--- src/rtl/uart_buffer_ctrl_if.sv ---
// uart_buffer_ctrl_if: push/pop valid-ready handshake between UART logic and the byte buffer
interface uart_buffer_ctrl_if #(
  parameter int WIDTH = 8
) ();
  logic             push_valid;
  logic [WIDTH-1:0] push_data;
  logic             push_ready;
  logic             pop_valid;
  logic [WIDTH-1:0] pop_data;
  logic             pop_ready;
  modport master (output push_valid, push_data, pop_ready, input push_ready, pop_valid, pop_data);
  modport slave  (input push_valid, push_data, pop_ready, output push_ready, pop_valid, pop_data);
endinterface

--- src/rtl/uart_buffer_ctrl.sv ---
// uart_buffer_ctrl: FIFO controller sequencing a 1-cycle sync-read RAM as the UART byte buffer
module uart_buffer_ctrl #(
  parameter int WIDTH_MEM = 8,
  parameter int DEPTH_MEM = 16,
  localparam int AW = $clog2(DEPTH_MEM)
) (
  input  logic                 clk,
  input  logic                 rst,
  input  logic                 flush,
  uart_buffer_ctrl_if.slave    bus,
  output logic [AW:0]          occupancy,
  output logic                 overflow,
  output logic                 ram_wr_en,
  output logic [AW-1:0]        ram_wr_addr,
  output logic [WIDTH_MEM-1:0] ram_wr_data,
  output logic                 ram_rd_en,
  output logic [AW-1:0]        ram_rd_addr,
  input  logic [WIDTH_MEM-1:0] ram_rd_data
);
  typedef enum logic {EMPTY, VALID} state_t;
  state_t         state_q, state_d;
  logic [AW-1:0]  wr_ptr_q, wr_ptr_d, rd_ptr_q, rd_ptr_d;
  logic [AW:0]    occ_q, occ_d;
  logic           ovf_q, ovf_d, not_full, wr_en, rd_en;
  // Decode RAM accesses from registered state and compute next state; flush overrides everything
  always_comb begin
    not_full = occ_q != (AW+1)'(DEPTH_MEM);
    wr_en    = bus.push_valid & not_full & ~flush & ~rst;
    rd_en    = (occ_q != '0) & (state_q == EMPTY | bus.pop_ready) & ~flush & ~rst;
    wr_ptr_d = flush ? '0 : wr_ptr_q + AW'(wr_en);
    rd_ptr_d = flush ? '0 : rd_ptr_q + AW'(rd_en);
    occ_d    = flush ? '0 : occ_q + (AW+1)'(wr_en) - (AW+1)'(rd_en);
    ovf_d    = ~flush & (ovf_q | (bus.push_valid & ~not_full));
    state_d  = flush ? EMPTY : (rd_en | (state_q == VALID & ~bus.pop_ready)) ? VALID : EMPTY;
  end
  // Pointers, occupancy, sticky overflow and output-stage state
  always_ff @(posedge clk or posedge rst) begin
    if (rst) begin
      state_q  <= EMPTY;
      wr_ptr_q <= '0;
      rd_ptr_q <= '0;
      occ_q    <= '0;
      ovf_q    <= 1'b0;
    end else begin
      state_q  <= state_d;
      wr_ptr_q <= wr_ptr_d;
      rd_ptr_q <= rd_ptr_d;
      occ_q    <= occ_d;
      ovf_q    <= ovf_d;
    end
  end
  assign bus.push_ready = not_full;
  assign bus.pop_valid  = state_q == VALID;
  assign bus.pop_data   = state_q == VALID ? ram_rd_data : '0;
  assign occupancy      = occ_q;
  assign overflow       = ovf_q;
  assign ram_wr_en      = wr_en;
  assign ram_wr_addr    = wr_ptr_q;
  assign ram_wr_data    = bus.push_data;
  assign ram_rd_en      = rd_en;
  assign ram_rd_addr    = rd_ptr_q;
endmodule
--- src/flat_wrapper.sv ---
// flat-port wrapper written by rule: the top's interface ports become plain ports
module uart_buffer_ctrl_flat 
#(
  parameter int WIDTH_MEM = 8,
  parameter int DEPTH_MEM = 16,
  localparam int AW = $clog2(DEPTH_MEM)
)
  (clk, rst, flush, occupancy, overflow, ram_wr_en, ram_wr_addr, ram_wr_data, ram_rd_en, ram_rd_addr, ram_rd_data, bus_push_valid, bus_push_data, bus_pop_ready, bus_push_ready, bus_pop_valid, bus_pop_data);
  uart_buffer_ctrl_if bus_i ();
  input  logic clk;
  input  logic rst;
  input  logic flush;
  output logic [AW:0] occupancy;
  output logic overflow;
  output logic ram_wr_en;
  output logic [AW-1:0] ram_wr_addr;
  output logic [WIDTH_MEM-1:0] ram_wr_data;
  output logic ram_rd_en;
  output logic [AW-1:0] ram_rd_addr;
  input  logic [WIDTH_MEM-1:0] ram_rd_data;
  input wire logic [$bits(bus_i.push_valid)-1:0] bus_push_valid;
  input wire logic [$bits(bus_i.push_data)-1:0] bus_push_data;
  input wire logic [$bits(bus_i.pop_ready)-1:0] bus_pop_ready;
  output wire logic [$bits(bus_i.push_ready)-1:0] bus_push_ready;
  output wire logic [$bits(bus_i.pop_valid)-1:0] bus_pop_valid;
  output wire logic [$bits(bus_i.pop_data)-1:0] bus_pop_data;
  assign bus_i.push_valid = bus_push_valid;
  assign bus_i.push_data = bus_push_data;
  assign bus_i.pop_ready = bus_pop_ready;
  assign bus_push_ready = bus_i.push_ready;
  assign bus_pop_valid = bus_i.pop_valid;
  assign bus_pop_data = bus_i.pop_data;
  uart_buffer_ctrl #(.WIDTH_MEM(WIDTH_MEM), .DEPTH_MEM(DEPTH_MEM)) u_core (.clk(clk), .rst(rst), .flush(flush), .bus(bus_i), .occupancy(occupancy), .overflow(overflow), .ram_wr_en(ram_wr_en), .ram_wr_addr(ram_wr_addr), .ram_wr_data(ram_wr_data), .ram_rd_en(ram_rd_en), .ram_rd_addr(ram_rd_addr), .ram_rd_data(ram_rd_data));
endmodule
--- config.mk ---
export PLATFORM = sky130hd
export DESIGN_NAME = uart_buffer_ctrl_flat
export DESIGN_NICKNAME = d
export VERILOG_FILES = /design/src/rtl/uart_buffer_ctrl_if.sv /design/src/rtl/uart_buffer_ctrl.sv /design/src/flat_wrapper.sv
export SDC_FILE = /design/constraint.sdc
export NUM_CORES = 1
export LEC_CHECK = 0
export CAP_MARGIN = 25
export CORE_UTILIZATION = 37
export CTS_CLUSTER_SIZE = 10
export DETAILED_ROUTE_END_ITERATION = 8
export HOLD_SLACK_MARGIN = 0.12
export PLACE_DENSITY = 0.78
export SYNTH_ARGS = -nofsm -noshare
export SYNTH_HDL_FRONTEND = slang
export SYNTH_SLANG_ARGS = --single-unit
--- constraint.sdc ---
create_clock -name clk -period 3.2 [get_ports clk]
set_clock_uncertainty 0.05 [all_clocks]
set_input_delay 0.48 -clock clk [delete_from_list [all_inputs] [get_ports clk]]
set_output_delay 0.48 -clock clk [all_outputs]
set_load 0.01 [all_outputs]
==> results.json <==
{
  "tns_ps": 0,
  "pwr-share-clk": 0.137,
  "n_fill_cell": 206,
  "wl_met3_um": 191,
  "setup_viol": 0,
  "core_area_um2": 2297,
  "final_util": 0.5746,
  "worstSkewPairLatency_ps": 280,
  "fin_ws_ps": 186.7,
  "finalNetCount": 161,
  "synthCells": 95,
  "rsz0062_at_grt": "no",
  "grt_overflow": 0,
  "diodes": 0,
  "fmax_ghz": 0.3319,
  "root_buffer": "clkbuf_4",
  "synth.avg_cell_area_um2": 9.878,
  "power_uw": 781.5,
  "status": "finished, final reports clean",
  "die_h_um": 52.36,
  "ant_nets": 0,
  "die_w_um": 52.36,
  "crit_required_ps": 3370,
  "grt_util_all_layers": 0.1457,
  "arrival_ps": 3180,
  "min_period_ps": 3013,
  "grt_pass1_wl_um": 2898,
  "gp_congestion": 0.7369,
  "ys_ff_latch": 15,
  "critical_path_class": "flip-flop to flip-flop",
  "r2r_slack_ps": 190,
  "via_per_inst": 4.949,
  "syn_to_final_growth_pct": 40.67,
  "die_area_um2": 2742,
  "wl_per_cell_um": 12.38,
  "reg2reg_depth": 13,
  "critPathLaunchType": "flip-flop",
  "slew_headroom": 0.6271,
  "ir_worst_vdd_mv": 0.3709,
  "drt-met1-wl_um": 793,
  "start_util": 0.4085,
  "drt_wl_total_um": 1931,
  "drt_pre_antenna_iters": 4,
  "wl_met2_um": 944,
  "drc": 0,
  "slew_viol_final": 0,
  "drt_iter0_drc": 12,
  "dp_hpwl_um": 1487,
  "multi_input_area_um2": 461.7,
  "synth_fp_nets": 127,
  "period_share": 0.9416,
  "power-per-cell-area_nw_per_um2": 592.0,
  "route.top_layer_used": "met4",
  "seqPwrFrac": 0.341,
  "worstReg2RegEnd": "u_core.occupancy[4]",
  "comb_power_share": 0.522,
  "portBuffers": 38,
  "synth_cell_types": 24,
  "netlist_area_um2": 938.4,
  "synth_seq_area_share": 0.4000,
  "vias": 772,
  "io_pins": 55,
  "htreeDepth": 1,
  "dp_slack_ps": 171.6,
  "rows": 17,
  "cts.path.max_buffers": 2,
  "net-switching-power_uw": 289.1,
  "synth_warnings": 0,
  "swShare": 0.3699,
  "cap_violations": 0,
  "grt_pass1_vias": 712,
  "post-cts-setup-buffers": 0,
  "cts_tree": "yes",
  "leakage_uw": 0.0006056,
  "min_from": "u_core.overflow",
  "drive_gt1_frac": 0.06250,
  "seqCellArea_um2": 375.4,
  "min_path_cells": 2,
  "numCtsBuffers": 3,
  "crit-reg2reg-launch": "u_core.occupancy[3]",
  "clk_pin_slew_ps": 90,
  "hold_viol_final": 0,
  "antenna_found_initial": 0,
  "grt_max_degree": 18,
  "tightest_slew_ps": 558.8,
  "power.internal_uw": 492.4,
  "min_to": "u_core.overflow",
  "numClockSinks": 15,
  "cp_max_fo": 3,
  "hold_path_class": "flip-flop to flip-flop",
  "end_kind": "flip-flop"
}
-- metrics by stage --
stage                     hold slack (ps)  instances  instance area (um^2)
after detailed placement            450.5        152                  1286
after floorplan                     331.5         95                 938.4
after global routing                520.2        156                  1320
after CTS                           472.9        156                  1313
after global placement              454.7        152                  1286
final                               468.5        156                  1320
-- final cells by class --
type                    instances  share of cell area
clock buffers                   4             0.01991
inverters                       9             0.02559
flip-flops and latches         15              0.2844
well taps                      28             0.02654
multi-input cells              61              0.3498
repair buffers                 39              0.2938
-- how the worst max path moves through the flow --
stage	endpoint	depth (start not counted)	start
2_1_floorplan	u_core.occupancy[4]	13	u_core.occupancy[3]
3_3_place_gp	u_core.occupancy[4]	12	flush
3_5_place_dp	u_core.occupancy[4]	12	flush
4_1_cts	u_core.occupancy[4]	13	u_core.occupancy[3]
5_1_grt	u_core.occupancy[4]	13	u_core.occupancy[3]
6_report	u_core.occupancy[4]	13	u_core.occupancy[3]
-- timing repair --
| action | in CTS | in global routing |
|---|---|---|
| hold buffers | 0 | 0 |
| setup endpoints to repair | 0 | 1 |
| resized for setup | 0 | 1 |
-- cells by family (layout without fill, tap and decap cells) --
| logic type | Yosys count | in the layout | synth area share |
|---|---|---|---|
| and+or+nand+nor | 35 | 35 | 0.2027 |
| buffers and inverters | 19 | 52 | 0.1160 |
| DFF | 15 | 15 | 0.4000 |
| adders and majority gates | 11 | 11 | 0.1547 |
| AOI/OAI and AO/OA | 9 | 9 | 0.07066 |
| xor gates and xnor gates | 6 | 6 | 0.05601 |
-- cell usage after synthesis --
library cell  number  area share
a41oi_1            1      0.0093
nand3_1            4       0.021
a31o_2             1      0.0093
xor2_1             3       0.028
buf_6              1       0.012
nand2b_1           3       0.020
buf_4              8       0.064
or2b_2             1      0.0093
o21ai_0            1      0.0053
a2111o_1           1       0.012
xnor2_1            3       0.028
inv_1              9       0.036
nor2b_1            6       0.040
ha_1              10        0.13
a21oi_1            3       0.016
and2b_1            1      0.0080
dfrtp_1           15        0.40
nor2_1            11       0.044
o21ai_2            1      0.0093
fa_1               1       0.021
and2_1             8       0.053
and3_1             1      0.0067
o41ai_1            1      0.0093
clkbuf_1           1      0.0040
-- cells in the final DEF (no fill, tap or decap) --
cell type        Yosys  layout
and2_1               8       8
or2b_2               1       1
xor2_1               3       3
fa_1                 1       1
nand2b_1             3       3
inv_1                9       9
clkdlybuf4s50_1      0      38
and2b_1              1       1
o21ai_2              1       1
clkbuf_4             0       3
clkbuf_1             1       1
ha_1                10      10
xnor2_1              3       3
nor2_1              11      11
a31o_2               1       1
dfrtp_1             15      15
o21ai_0              1       1
and3_1               1       1
a21oi_1              3       3
a41oi_1              1       1
o41ai_2              0       1
buf_4                8       1
a2111o_1             1       1
nor2b_1              6       6
nand3_1              4       4
-- critical path: stages (launching register included) --
cell and delay, ps:
dfrtp_1 420, inv_1 90, ha_1 200, inv_1 70
o41ai_2 310, and2b_1 250, ha_1 270, inv_1 60
ha_1 150, inv_1 60, fa_1 420, nand2b_1 180
a2111o_1 380, o21ai_2 60
-- layer usage --
metal | vias up | global-route usage
li1 | 364 | -
met1 | 367 | 0.1652
met2 | 39 | 0.2616
met3 | 2 | 0.03188
met4 | 0 | 0.05702
met5 | - | 0
-- state kept, by name, indices dropped and copies added (netlist names) --
register	cells
u_core.ram_rd_addr	4
u_core.occupancy	5
u_core.overflow	1
u_core.ram_wr_addr	4
u_core.bus.pop_valid	1
-- power by group through the flow --
stage | clock network (uW) | registers [uW] | logic, uW
6_report | 107 | 266 | 408
5_1_grt | 121 | 273 | 451
2_1_floorplan | 0 | 274 | 231
4_1_cts | 110 | 264 | 407
3_5_place_dp | 0 | 267 | 402
3_3_place_gp | 0 | 266 | 391
Note: power is estimated with default switching activity, not from simulation.
